==> config.mk <==
export PLATFORM = sky130hd
export DESIGN_NAME = imagem_ram_scheduler_flat
export DESIGN_NICKNAME = d
export VERILOG_FILES = /design/src/rtl/imagem_ram_scheduler_if.sv /design/src/rtl/imagem_ram_scheduler.sv /design/src/flat_wrapper.sv
export SDC_FILE = /design/constraint.sdc
export NUM_CORES = 1
export LEC_CHECK = 0
export ABC_AREA = 1
export ABC_CLOCK_PERIOD_IN_PS = 4280
export CAP_MARGIN = 10
export CORE_ASPECT_RATIO = 2
export CORE_MARGIN = 4
export CORE_UTILIZATION = 55
export DETAILED_ROUTE_END_ITERATION = 8
export DONT_BUFFER_PORTS = 1
export PLACE_DENSITY = 0.68
export SKIP_LAST_GASP = 1
export SLEW_MARGIN = 30
export SYNTH_ARGS = -nofsm -noshare
export SYNTH_HDL_FRONTEND = slang
export SYNTH_SLANG_ARGS = --single-unit
export TNS_END_PERCENT = 30
==> constraint.sdc <==
create_clock -name clk -period 4.28 [get_ports clk]
set_clock_uncertainty 0.2 [all_clocks]
set_input_delay 0.214 -clock clk [delete_from_list [all_inputs] [get_ports clk]]
set_output_delay 0.214 -clock clk [all_outputs]
set_load 0.01 [all_outputs]
==> src/rtl/imagem_ram_scheduler_if.sv <==
// rtl/imagem_ram_scheduler_if.sv - CPU, scan, stream and RAM signals of the image RAM scheduler
interface imagem_ram_scheduler_if #(
  parameter int ADDR_W = 16,
  parameter int DATA_W = 8
);
  logic [ADDR_W-1:0] cpu_address;
  logic              cpu_read;
  logic              cpu_write;
  logic [DATA_W-1:0] cpu_writedata;
  logic              cpu_waitrequest;
  logic [DATA_W-1:0] cpu_readdata;
  logic              cpu_readdatavalid;
  logic              scan_start;
  logic [ADDR_W-1:0] scan_base;
  logic [ADDR_W:0]   scan_len;
  logic              scan_busy;
  logic              scan_done;
  logic [DATA_W-1:0] st_data;
  logic              st_valid;
  logic              st_ready;
  logic              st_sop;
  logic              st_eop;
  logic [ADDR_W-1:0] ram_address;
  logic              ram_write;
  logic [DATA_W-1:0] ram_writedata;
  logic [DATA_W-1:0] ram_readdata;

  modport master (
    output cpu_address, cpu_read, cpu_write, cpu_writedata,
    output scan_start, scan_base, scan_len, st_ready, ram_readdata,
    input  cpu_waitrequest, cpu_readdata, cpu_readdatavalid,
    input  scan_busy, scan_done, st_data, st_valid, st_sop, st_eop,
    input  ram_address, ram_write, ram_writedata
  );

  modport slave (
    input  cpu_address, cpu_read, cpu_write, cpu_writedata,
    input  scan_start, scan_base, scan_len, st_ready, ram_readdata,
    output cpu_waitrequest, cpu_readdata, cpu_readdatavalid,
    output scan_busy, scan_done, st_data, st_valid, st_sop, st_eop,
    output ram_address, ram_write, ram_writedata
  );
endinterface

==> src/rtl/imagem_ram_scheduler.sv <==
// rtl/imagem_ram_scheduler.sv - round-robin sharing of one image RAM between CPU and a scan engine
module imagem_ram_scheduler #(
  parameter int ADDR_W     = 16,
  parameter int DATA_W     = 8,
  parameter int FIFO_DEPTH = 4
) (
  input logic                   clk,
  input logic                   reset_n,
  imagem_ram_scheduler_if.slave bus_if
);
  localparam int PTR_W = $clog2(FIFO_DEPTH);
  localparam int CNT_W = PTR_W + 1;
  localparam int LEN_W = ADDR_W + 1;
  localparam logic [CNT_W:0] DEPTH_C = (CNT_W+1)'(FIFO_DEPTH);

  typedef enum logic [1:0] {IDLE, SCAN, DRAIN} state_t;
  typedef enum logic {GNT_CPU, GNT_SCAN} grant_t;

  state_t            state_q, state_d;
  grant_t            last_q, last_d;
  logic [ADDR_W-1:0] base_q, base_d;
  logic [LEN_W-1:0]  len_q, len_d, off_q, off_d, beat_q, beat_d;
  logic              done_q, done_d;
  logic              inflight_q, rd_pend_q;
  logic [DATA_W-1:0] fifo_q [FIFO_DEPTH];
  logic [PTR_W-1:0]  wr_q, rd_q;
  logic [CNT_W-1:0]  cnt_q, cnt_d;

  logic              start_ok, cpu_req, scan_req, cpu_gnt, scan_gnt;
  logic              push, pop, st_valid;
  logic [LEN_W-1:0]  cur_len, cur_off;
  logic [ADDR_W-1:0] scan_addr;

  // The first scan read is issued in the start cycle itself so a beat can appear 2 clk later.
  always_comb begin
    start_ok  = (state_q == IDLE) && bus_if.scan_start && (bus_if.scan_len != '0);
    cur_len   = (state_q == IDLE) ? bus_if.scan_len : len_q;
    cur_off   = (state_q == IDLE) ? '0 : off_q;
    scan_addr = ((state_q == IDLE) ? bus_if.scan_base : base_q) + cur_off[ADDR_W-1:0];
    cpu_req   = reset_n && (bus_if.cpu_read || bus_if.cpu_write);
    scan_req  = reset_n && (start_ok || (state_q == SCAN)) &&
                (({1'b0, cnt_q} + {{CNT_W{1'b0}}, inflight_q}) < DEPTH_C);
    cpu_gnt   = cpu_req && (!scan_req || (last_q == GNT_SCAN));
    scan_gnt  = scan_req && !cpu_gnt;
    st_valid  = (cnt_q != '0);
    push      = inflight_q;
    pop       = st_valid && bus_if.st_ready;
  end

  always_comb begin
    state_d = state_q;
    last_d  = last_q;
    base_d  = base_q;
    len_d   = len_q;
    off_d   = off_q;
    beat_d  = beat_q;
    done_d  = 1'b0;
    cnt_d   = cnt_q + CNT_W'(push) - CNT_W'(pop);
    if (cpu_gnt) begin
      last_d = GNT_CPU;
    end else if (scan_gnt) begin
      last_d = GNT_SCAN;
    end
    if (pop) begin
      beat_d = beat_q + LEN_W'(1);
    end
    unique case (state_q)
      IDLE: begin
        if (bus_if.scan_start) begin
          base_d = bus_if.scan_base;
          len_d  = bus_if.scan_len;
          off_d  = '0;
          beat_d = '0;
          if (bus_if.scan_len == '0) begin
            done_d = 1'b1;
          end else begin
            state_d = SCAN;
          end
        end
      end
      SCAN: begin
      end
      DRAIN: begin
        if (cnt_d == '0) begin
          state_d = IDLE;
          done_d  = 1'b1;
        end
      end
      default: state_d = IDLE;
    endcase
    if (scan_gnt) begin
      off_d = cur_off + LEN_W'(1);
      if ((cur_off + LEN_W'(1)) == cur_len) begin
        state_d = DRAIN;
      end
    end
  end

  always_ff @(posedge clk or negedge reset_n) begin
    if (!reset_n) begin
      state_q    <= IDLE;
      last_q     <= GNT_SCAN;
      base_q     <= '0;
      len_q      <= '0;
      off_q      <= '0;
      beat_q     <= '0;
      done_q     <= 1'b0;
      inflight_q <= 1'b0;
      rd_pend_q  <= 1'b0;
      wr_q       <= '0;
      rd_q       <= '0;
      cnt_q      <= '0;
    end else begin
      state_q    <= state_d;
      last_q     <= last_d;
      base_q     <= base_d;
      len_q      <= len_d;
      off_q      <= off_d;
      beat_q     <= beat_d;
      done_q     <= done_d;
      inflight_q <= scan_gnt;
      rd_pend_q  <= cpu_gnt && !bus_if.cpu_write;
      cnt_q      <= cnt_d;
      if (push) begin
        wr_q <= wr_q + PTR_W'(1);
      end
      if (pop) begin
        rd_q <= rd_q + PTR_W'(1);
      end
    end
  end

  always_ff @(posedge clk) begin
    if (push) begin
      fifo_q[wr_q] <= bus_if.ram_readdata;
    end
  end

  assign bus_if.cpu_waitrequest   = !cpu_gnt;
  assign bus_if.cpu_readdatavalid = rd_pend_q;
  assign bus_if.cpu_readdata      = rd_pend_q ? bus_if.ram_readdata : '0;
  assign bus_if.ram_address       = cpu_gnt ? bus_if.cpu_address : (scan_gnt ? scan_addr : '0);
  assign bus_if.ram_write         = cpu_gnt && bus_if.cpu_write;
  assign bus_if.ram_writedata     = cpu_gnt ? bus_if.cpu_writedata : '0;
  assign bus_if.scan_busy         = (state_q != IDLE);
  assign bus_if.scan_done         = done_q;
  assign bus_if.st_valid          = st_valid;
  assign bus_if.st_data           = st_valid ? fifo_q[rd_q] : '0;
  assign bus_if.st_sop            = st_valid && (beat_q == '0);
  assign bus_if.st_eop            = st_valid && (beat_q == (len_q - LEN_W'(1)));
endmodule

==> src/flat_wrapper.sv <==
// flat-port wrapper written by rule: the top's interface ports become plain ports
module imagem_ram_scheduler_flat 
#(
  parameter int ADDR_W     = 16,
  parameter int DATA_W     = 8,
  parameter int FIFO_DEPTH = 4
)
  (clk, reset_n, bus_if_cpu_address, bus_if_cpu_read, bus_if_cpu_write, bus_if_cpu_writedata, bus_if_scan_start, bus_if_scan_base, bus_if_scan_len, bus_if_st_ready, bus_if_ram_readdata, bus_if_cpu_waitrequest, bus_if_cpu_readdata, bus_if_cpu_readdatavalid, bus_if_scan_busy, bus_if_scan_done, bus_if_st_data, bus_if_st_valid, bus_if_st_sop, bus_if_st_eop, bus_if_ram_address, bus_if_ram_write, bus_if_ram_writedata);
  imagem_ram_scheduler_if #(.ADDR_W(ADDR_W), .DATA_W(DATA_W)) bus_if_i ();
  input logic clk;
  input logic reset_n;
  input wire logic [$bits(bus_if_i.cpu_address)-1:0] bus_if_cpu_address;
  input wire logic [$bits(bus_if_i.cpu_read)-1:0] bus_if_cpu_read;
  input wire logic [$bits(bus_if_i.cpu_write)-1:0] bus_if_cpu_write;
  input wire logic [$bits(bus_if_i.cpu_writedata)-1:0] bus_if_cpu_writedata;
  input wire logic [$bits(bus_if_i.scan_start)-1:0] bus_if_scan_start;
  input wire logic [$bits(bus_if_i.scan_base)-1:0] bus_if_scan_base;
  input wire logic [$bits(bus_if_i.scan_len)-1:0] bus_if_scan_len;
  input wire logic [$bits(bus_if_i.st_ready)-1:0] bus_if_st_ready;
  input wire logic [$bits(bus_if_i.ram_readdata)-1:0] bus_if_ram_readdata;
  output wire logic [$bits(bus_if_i.cpu_waitrequest)-1:0] bus_if_cpu_waitrequest;
  output wire logic [$bits(bus_if_i.cpu_readdata)-1:0] bus_if_cpu_readdata;
  output wire logic [$bits(bus_if_i.cpu_readdatavalid)-1:0] bus_if_cpu_readdatavalid;
  output wire logic [$bits(bus_if_i.scan_busy)-1:0] bus_if_scan_busy;
  output wire logic [$bits(bus_if_i.scan_done)-1:0] bus_if_scan_done;
  output wire logic [$bits(bus_if_i.st_data)-1:0] bus_if_st_data;
  output wire logic [$bits(bus_if_i.st_valid)-1:0] bus_if_st_valid;
  output wire logic [$bits(bus_if_i.st_sop)-1:0] bus_if_st_sop;
  output wire logic [$bits(bus_if_i.st_eop)-1:0] bus_if_st_eop;
  output wire logic [$bits(bus_if_i.ram_address)-1:0] bus_if_ram_address;
  output wire logic [$bits(bus_if_i.ram_write)-1:0] bus_if_ram_write;
  output wire logic [$bits(bus_if_i.ram_writedata)-1:0] bus_if_ram_writedata;
  assign bus_if_i.cpu_address = bus_if_cpu_address;
  assign bus_if_i.cpu_read = bus_if_cpu_read;
  assign bus_if_i.cpu_write = bus_if_cpu_write;
  assign bus_if_i.cpu_writedata = bus_if_cpu_writedata;
  assign bus_if_i.scan_start = bus_if_scan_start;
  assign bus_if_i.scan_base = bus_if_scan_base;
  assign bus_if_i.scan_len = bus_if_scan_len;
  assign bus_if_i.st_ready = bus_if_st_ready;
  assign bus_if_i.ram_readdata = bus_if_ram_readdata;
  assign bus_if_cpu_waitrequest = bus_if_i.cpu_waitrequest;
  assign bus_if_cpu_readdata = bus_if_i.cpu_readdata;
  assign bus_if_cpu_readdatavalid = bus_if_i.cpu_readdatavalid;
  assign bus_if_scan_busy = bus_if_i.scan_busy;
  assign bus_if_scan_done = bus_if_i.scan_done;
  assign bus_if_st_data = bus_if_i.st_data;
  assign bus_if_st_valid = bus_if_i.st_valid;
  assign bus_if_st_sop = bus_if_i.st_sop;
  assign bus_if_st_eop = bus_if_i.st_eop;
  assign bus_if_ram_address = bus_if_i.ram_address;
  assign bus_if_ram_write = bus_if_i.ram_write;
  assign bus_if_ram_writedata = bus_if_i.ram_writedata;
  imagem_ram_scheduler #(.ADDR_W(ADDR_W), .DATA_W(DATA_W), .FIFO_DEPTH(FIFO_DEPTH)) u_core (.clk(clk), .reset_n(reset_n), .bus_if(bus_if_i));
endmodule
# Word level (Yosys, flattened, before mapping)
# Memory sizes are Yosys's and may differ from the RTL's.
# Cells that the tools add are included.
[word_totals] ff_bits=80 mem_bits_rw=32 input_bits=71 out_inout_bits=48 memories=1
[classes] addsub=9 order_cmp=1 n_eq_ne=4 muxes=28 reduce_logical=30
[mem_list] name="u_core.fifo_q" depth=4 word_bits=8 rd=1 rd_ports_with_merged_regs=0 wr=1 line="imagem_ram_scheduler.sv:25" source="logic [DATA_W-1:0] fifo_q [FIFO_DEPTH];"
[ops] op="17-bit two-way mux" count=8
[ops] op="16-bit two-way mux" count=3
[ops] op="17-bit by 1-bit adder with 17-bit output, second input constant" count=2
[ops] op="17-bit equality test" count=2
[ops] op="17-bit zero test" count=2
[ops] op="8-bit two-way mux" count=3
[ops] op="17-bit nonzero test" count=1
[ops] op="17-bit by 1-bit subtractor with 17-bit output, second input constant" count=1
[ops] op="16-bit adder" count=1
[ops] op="1-bit logical AND" count=12
[ops] op="2-bit two-way mux" count=5
[ops] op="2-bit nonzero test" count=4
[ops] op="1-bit two-way mux" count=7
[ops] op="2-bit one-hot mux with 3 select lines" count=1
[ops] op="2-bit by 1-bit adder with 2-bit output, second input constant" count=2
[ops] op="3-bit by 1-bit adder with 4-bit output" count=1
[ops] op="4-bit by 3-bit < comparator with 1-bit output, second input constant" count=1
[ops] op="2-bit AND reduction" count=2
[ops] op="3-bit by 1-bit adder with 3-bit output" count=1
[ops] op="1-bit zero test" count=3
[ops] op="3-bit zero test" count=1
[ops] op="1-bit logical OR" count=3
[ops] op="3-bit nonzero test" count=1
[ops] op="3-bit by 1-bit subtractor with 3-bit output" count=1
[ops] op="4 further kinds" count=4

# Longest topological paths before layout
# Gate-level depths: netlist of the first run.
[depth] depth_word=13 mapped_depth=18

# Least setup slack after synthesis of the first run
# Ideal clock, no wire load.
[synth_timing] path_kind="flip-flop to output port" start="register u_core.state_q[0]" end="output port bus_if_ram_address[15]" t_arrival_ns=2.828 slack_ns=1.038 path_stages_with_launch=16 path_cell_list="dfrtp_1 > inv_1 > nand2_2 > buf_6 > buf_4 > clkbuf_1 > o21ai_0 > ha_1 > nand3_1 > nand2_1 > a21boi_0 > o21ai_0 > nand3_1 > nand2_1 > xnor2_1 > o21ai_0"
[synth_via] elab_chain_cells=13 word_cells_on_any_way=17
[synth_rtl] item="start, declared" line="imagem_ram_scheduler.sv:19" source="state_t state_q, state_d;"
[synth_rtl] item="start signal, assigned" line="imagem_ram_scheduler.sv:114" source="state_q <= state_d;"
[synth_rtl] item="parallel branches: the longest is 12 deep, another holds 16-bit adder"
[synth_rtl] item="16-bit two-way mux (*)" line="imagem_ram_scheduler.sv:142" source="assign bus_if.ram_address = cpu_gnt ? bus_if.cpu_address : (scan_gnt ? scan_addr : '0);"
[synth_rtl] item="end, declared" line="flat_wrapper.sv:30" source="output wire logic [$bits(bus_if_i.ram_address)-1:0] bus_if_ram_address;"
# Every way passes the cells marked *.

# Worst setup path in the final report of the first run
[layout_timing] start="register u_core.state_q[1]" end="output port bus_if_ram_address[11]"
# Same word-level chain as after synthesis.

==> flow_metrics.tcl, run 1 <==
set metrics [dict create \
    worstRegToRegCells 13 \
    core_area_mm2 0.01344 \
    synthesis.area_mm2 0.007508 \
    grt_use_total 0.2619 \
    clock_power_share 0.157 \
    hp-start "bus_if_scan_len[16]" \
    fin_util 0.6235 \
    worst_pin_slew_ps 677.2 \
    async_flop_share 0.7143 \
    critPathArrivalTime_ps 3310 \
    r2r_setup_slack_ps 1160 \
    outcome "finished, final reports clean" \
    cts-htree-levels 3 \
    syn_area_per_cell_um2 7.539 \
    fp.dieW_um 90.62 \
    worstPathRequired_ps 3870 \
    n_antenna_cell 0 \
    ys_seq_area_frac 0.3948 \
    dr.pass1.iters 5 \
    setup_violations 0 \
    cts-root-buf "clkbuf_16" \
    antenna_found_initial 0 \
    synth.distinct_cells 50 \
    p_int_uw 2925 \
    grt_max_degree 81 \
    wl_per_cell_um 16.98 \
    cp-end-kind "output pin" \
    rows 60 \
    slew_viol_final 0 \
    ios 119 \
    postCtsSetupBuffers 0 \
    layout_commonest_cell "nand2_1" \
    vias 6600 \
    dpl.cell_count 1121 \
    grt_overflow 0 \
    areaGrowthSynthToFinish_pct 11.58 \
    ys_ff_latch 112 \
    clockBufferDepth 2 \
    gp_congestion 0.9214 \
    path_max_fanout 29 \
    finalWirelength_um 20100 \
    grt_pass1_wl_um 32390 \
    multi_input_area_mm2 0.003862 \
    cts_inserted_buffers 9 \
    die-area_mm2 0.01570 \
    fmaxAchievable_mhz 268.5 \
    grt_pass1_vias 6731 \
    finalCritPeriodShare 0.8702 \
    hold_path_end "u_core.bus_if.scan_done" \
    die_y_um 173.2 \
    finalHoldViolations 0 \
    r2r-start "u_core.state_q[1]" \
    drive_above_1_share 0.05053 \
    maxCapViolCount 0 \
    r2r-end "u_core.state_q[0]" \
    start_kind "register" \
    power.density_mw_per_mm2 668.1 \
    synth_edf_count 32 \
    power_switching_uw 2672 \
    switching_share 0.4774 \
    final_cells 1184 \
    ys_warn_count 0 \
    seq_power_share 0.319 \
    rsz0062_at_grt "no" \
    pre_cts_slack_ps 912.2 \
    hold_depth 3 \
    io_buffers 0 \
    pwr-share-comb 0.524 \
    min_path_type "primary input to register" \
    ir_drop_uv 301.4 \
    clk_latency_ps 360 \
    drtIter0Drc 323 \
    path_clk_slew_ps 80 \
    p_leak_uw 0.003975 \
    via_per_inst 5.574 \
    drcViolationCount 0 \
    syn-num-nets 1094 \
    synth_cells 996 \
    ys.flop_type "dfrtp_1" \
    initial_core_util 0.5588 \
    regArea_mm2 0.002964 \
    dpl.hpwl_um 15420 \
    final_nets 1122 \
    final_cell_mix "nand2_1 (210), inv_1 (132), o21ai_0 (118), nor2_1 (115), dfrtp_1 (79)" \
    fin_tns_setup_ps 0 \
    clock-sinks 112 \
    fill_cells 1230 \
    ant_nets 0 \
    layout_setup_ws_ps 555.7 \
    path_class "register to output pin" \
    relSlewSlack 0.5485 \
    cts_tree "yes" \
    period_minus_slack_ps 3724 \
]
[per-layer routing]
metal | part of all wire | up-vias | GRT usage
met5 | 0 | - | 0
met1 | 0.34 | 3059 | 0.2495
li1 | - | 3290 | -
met3 | 0.030 | 69 | 0.02911
met2 | 0.57 | 182 | 0.5129
met4 | 0.065 | 0 | 0.1669
[sequential cells by signal (all words and copies together) (netlist names)]
register,flops
u_core.bus_if.scan_done,1
u_core.bus_if.cpu_readdatavalid,1
u_core.off_q,17
u_core.last_q,1
u_core.state_q,2
u_core.beat_q,17
u_core.wr_q,2
u_core.inflight_q,1
u_core.fifo_q,32
u_core.cnt_q,3
u_core.base_q,16
u_core.len_q,17
u_core.rd_q,2
[critical path, cell delays in order, from the launching register on]
cell,delay (ps)
dfrtp_1,430
inv_1,130
nand2_2,290
o21ai_0,460
ha_1,310
nand3_1,80
nand2_1,80
a21boi_0,200
buf_4,180
o21ai_0,150
a21oi_1,240
xor2_1,90
o21ai_0,310
[cells in the mapped netlist, types with 2 or more instances]
cell type    n  area (um^2)
clkbuf_1    22        82.58
buf_4        3        22.52
o21bai_1     2        15.01
buf_2        6        30.03
nand4_1     15        93.84
xnor2_1     24        210.2
o21ai_1      2        10.01
inv_1      132        495.5
edfxtp_1    32        960.9
o21ai_0    118        590.6
nor3_2       4        40.04
nand2_4      2        22.52
o22ai_1     10        62.56
clkinv_1     2        7.510
xnor3_1      2        45.04
a211oi_1     3        22.52
nand3_2      4        40.04
nor2_2       7        43.79
xor2_1      38        332.8
nor4_1       5        31.28
fa_1         2        40.04
a22o_1       2        17.52
buf_6        3        33.78
inv_2        2        7.510
dfrtp_1     79         1977
buf_1        2        7.510
a21o_1       3        22.52
nor2_1     115        431.7
nand2_2      2        12.51
nand3_1     53        265.3
nand3b_1     5        37.54
nor3_1      17        85.08
nor2_4       2        22.52
ha_1        25        312.8
nand2_1    210        788.3
a21oi_1     27        135.1
[power groups by stage]
| stage | combinational [uW] | sequential (uW) | clock (uW) |
|---|---|---|---|
| 6_report | 2930 | 1780 | 879 |
| 5_1_grt | 3340 | 1840 | 936 |
| 4_1_cts | 2950 | 1780 | 890 |
| 3_5_place_dp | 2880 | 1800 | 0 |
| 3_3_place_gp | 2830 | 1800 | 0 |
| 2_1_floorplan | 2390 | 1640 | 0 |
[through the flow]
step | cell area (um^2) | hold WS, ps | power [uW]
after CTS | 8378 | 30.70 | 5620
after global routing | 8378 | 22.93 | 6117
after floorplan | 7508 | -281.6 | 4033
after detailed placement | 7576 | -277.8 | 4677
final | 8378 | 7.636 | 5598
after global placement | 7576 | -277.3 | 4626
[layout make-up]
class / instances / share of cell area
multi-input cells: 712 / 0.4610
clock inverters: 7 / 0.01060
flip-flops and latches: 112 / 0.3538
inverters: 136 / 0.06093
clock buffers: 9 / 0.02688
repair buffers: 53 / 0.06362
well taps: 155 / 0.02315
[worst max-delay path by stage]
| stage | from | to | slack, ps | cells past startpoint |
|---|---|---|---|---|
| 3_3_place_gp | u_core.state_q[0] | bus_if_ram_address[11] | 1000 | 12 |
| 4_1_cts | u_core.state_q[1] | bus_if_ram_address[11] | 500 | 12 |
| 2_1_floorplan | u_core.state_q[0] | bus_if_ram_address[15] | 1040 | 15 |
| 5_1_grt | u_core.state_q[1] | bus_if_ram_address[11] | 190 | 12 |
| 3_5_place_dp | u_core.state_q[1] | bus_if_ram_address[11] | 910 | 12 |
| 6_report | u_core.state_q[1] | bus_if_ram_address[11] | 560 | 12 |
[logic make-up after synthesis]
| group | count (synthesis) | share of synthesized area |
|---|---|---|
| and+or+nand+nor | 446 | 0.2625 |
| AOI/OAI and AO/OA | 175 | 0.1260 |
| buffers and inverters | 172 | 0.09149 |
| DFF | 112 | 0.3948 |
| xor gates and xnor gates | 64 | 0.07832 |
| adders and majority gates | 27 | 0.04699 |
[what timing repair did]
action | in CTS | in global routing
hold buffers | 47 | 0
setup endpoints to repair | 0 | 0
endpoints found under the hold margin | 161 | 0
resized for setup | 0 | 0
Power figures use the tool's default switching activity.
==> run 2, diff against run 1 <==
- ABC_CLOCK_PERIOD_IN_PS: 4280 -> 4400
- clock period: 4.28 -> 4.4 ns (I/O delays scaled with it)
==> run 2 against run 1 <==
Against the previous run:
- register-to-register slack better by 140 ps
- combinational power down 3%
- total power is 3.2% lower
- sequential cell count unchanged
- critical path depth unchanged
- cell count unchanged
- critical endpoint unchanged
==> flow_metrics.tcl, run 2 (synthesis gave the netlist of run 1 again) <==
set metrics [dict create \
    outcome "finished, final reports clean" \
    final_cell_mix "nand2_1 (210), inv_1 (132), o21ai_0 (118), nor2_1 (115), dfrtp_1 (79)" \
    finalHoldViolations 0 \
    grt_pass1_wl_um 32200 \
    finalWirelength_um 20050 \
    finalCritPeriodShare 0.8544 \
    layout_commonest_cell "nand2_1" \
    wl_per_cell_um 16.94 \
    grt_overflow 0 \
    grt_use_total 0.2603 \
    clock-sinks 112 \
    drtIter0Drc 322 \
    path_max_fanout 29 \
    die-area_mm2 0.01570 \
    rsz0062_at_grt "no" \
    r2r-end "u_core.state_q[0]" \
    period_minus_slack_ps 3760 \
    drcViolationCount 0 \
    r2r_setup_slack_ps 1300 \
    rows 60 \
    die_y_um 173.2 \
    cts-htree-levels 3 \
    fill_cells 1215 \
    dr.pass1.iters 5 \
    cts_tree "yes" \
    cts_inserted_buffers 9 \
    areaGrowthSynthToFinish_pct 11.55 \
    worstRegToRegCells 13 \
    endpoint "bus_if_ram_address[11]" \
    start_kind "register" \
    relSlewSlack 0.5427 \
    drive_above_1_share 0.05053 \
    ios 119 \
    vias 6579 \
    path_clk_slew_ps 80 \
    ant_nets 0 \
    crit_start "u_core.state_q[1]" \
    cp.depth 12 \
    fmaxAchievable_mhz 266.0 \
    worst_pin_slew_ps 686.0 \
    clk_latency_ps 360 \
    grt_pass1_vias 6643 \
    io_buffers 0 \
    fin_tns_setup_ps 0 \
    r2r-start "u_core.state_q[1]" \
    crit_slowest_cell "o21ai_0" \
    regArea_mm2 0.002964 \
    p_leak_uw 0.003972 \
    final_nets 1122 \
    critPathTopFamily "compound AO/OA/AOI/OAI gates" \
    setup_violations 0 \
    maxCapViolCount 0 \
    worstPathRequired_ps 3980 \
    path_common_cell "o21ai_0" \
    regMostFlops "u_core.fifo_q" \
    cts-root-buf "clkbuf_16" \
    path_class "register to output pin" \
    cp_num_buf_inv 2 \
    ir_drop_uv 325.9 \
    min_path_type "primary input to register" \
    cp-end-kind "output pin" \
    fp.dieW_um 90.62 \
    slew_viol_final 0 \
    antenna_found_initial 0 \
    clockBufferDepth 2 \
    critPathArrivalTime_ps 3340 \
    core_area_mm2 0.01344 \
    fin_util 0.6233 \
    power.density_mw_per_mm2 647.1 \
    via_per_inst 5.557 \
    dpl.hpwl_um 15330 \
    initial_core_util 0.5588 \
    grt_max_degree 81 \
    multi_input_area_mm2 0.003862 \
    cpPeakStageDelay_ps 460 \
    gp_congestion 0.9212 \
    largest_reg_flops 32 \
    n_antenna_cell 0 \
    path_cells "inv_1, nand2_2, o21ai_0, ha_1, nand3_1, nand2_1, a21boi_0, buf_4, o21ai_0, a21oi_1, xor2_1, o21ai_0" \
]
## run 2: worst min path at each step
stage | cells past startpoint | endpoint | start
floorplan | 0 | u_core.base_q[0] | reset_n
global placement | 0 | u_core.bus_if.cpu_readdatavalid | reset_n
detailed placement | 0 | u_core.bus_if.cpu_readdatavalid | reset_n
CTS | 3 | u_core.bus_if.scan_done | bus_if_scan_len[16]
global route | 3 | u_core.bus_if.scan_done | bus_if_scan_len[16]
finish | 3 | u_core.bus_if.scan_done | bus_if_scan_len[16]
## run 2: tightest hold or removal path, cell delays in order
cell and delay [ps]:
nor3_1 70, nand3_1 140, o32ai_1 120
## run 2: routing by layer
metal	global-route usage	wire, um	vias up
li1	-	-	3286
met1	0.2475	6720	3043
met2	0.5153	11470	184
met3	0.02954	645	66
met4	0.1547	1222	0
met5	0	0	-
## run 2: layout make-up
type	count	share of cell area
multi-input combinational	712	0.4612
sequential	112	0.3539
timing repair buffer	53	0.06364
inverter	136	0.06095
clock buffer	9	0.02689
tap	155	0.02316
clock inverter	7	0.01031
## run 2: through the flow
step           total power [uW]  instances  area (um^2)  hold WS, ps  setup WS [ps]
2_1_floorplan              3923        996         7508       -275.6           1152
3_3_place_gp               4501       1121         7576       -271.4           1108
3_5_place_dp               4540       1121         7576       -271.7           1026
4_1_cts                    5441       1184         8376        45.78          608.2
5_1_grt                    5938       1184         8376        36.18          216.6
6_report                   5420       1184         8376        38.01          640.5
## run 2: where the power goes
part	switching, uW	internal [uW]
sequential	351	1390
clock	426	409
combinational	1800	1050
## run 2: repair_timing
action                                  4_1_cts  5_1_grt
endpoints found under the setup margin        0        0
hold endpoints to repair                    159        0
hold buffers                                 47        0
buffers inserted                              0        0
resized for setup                             0        0
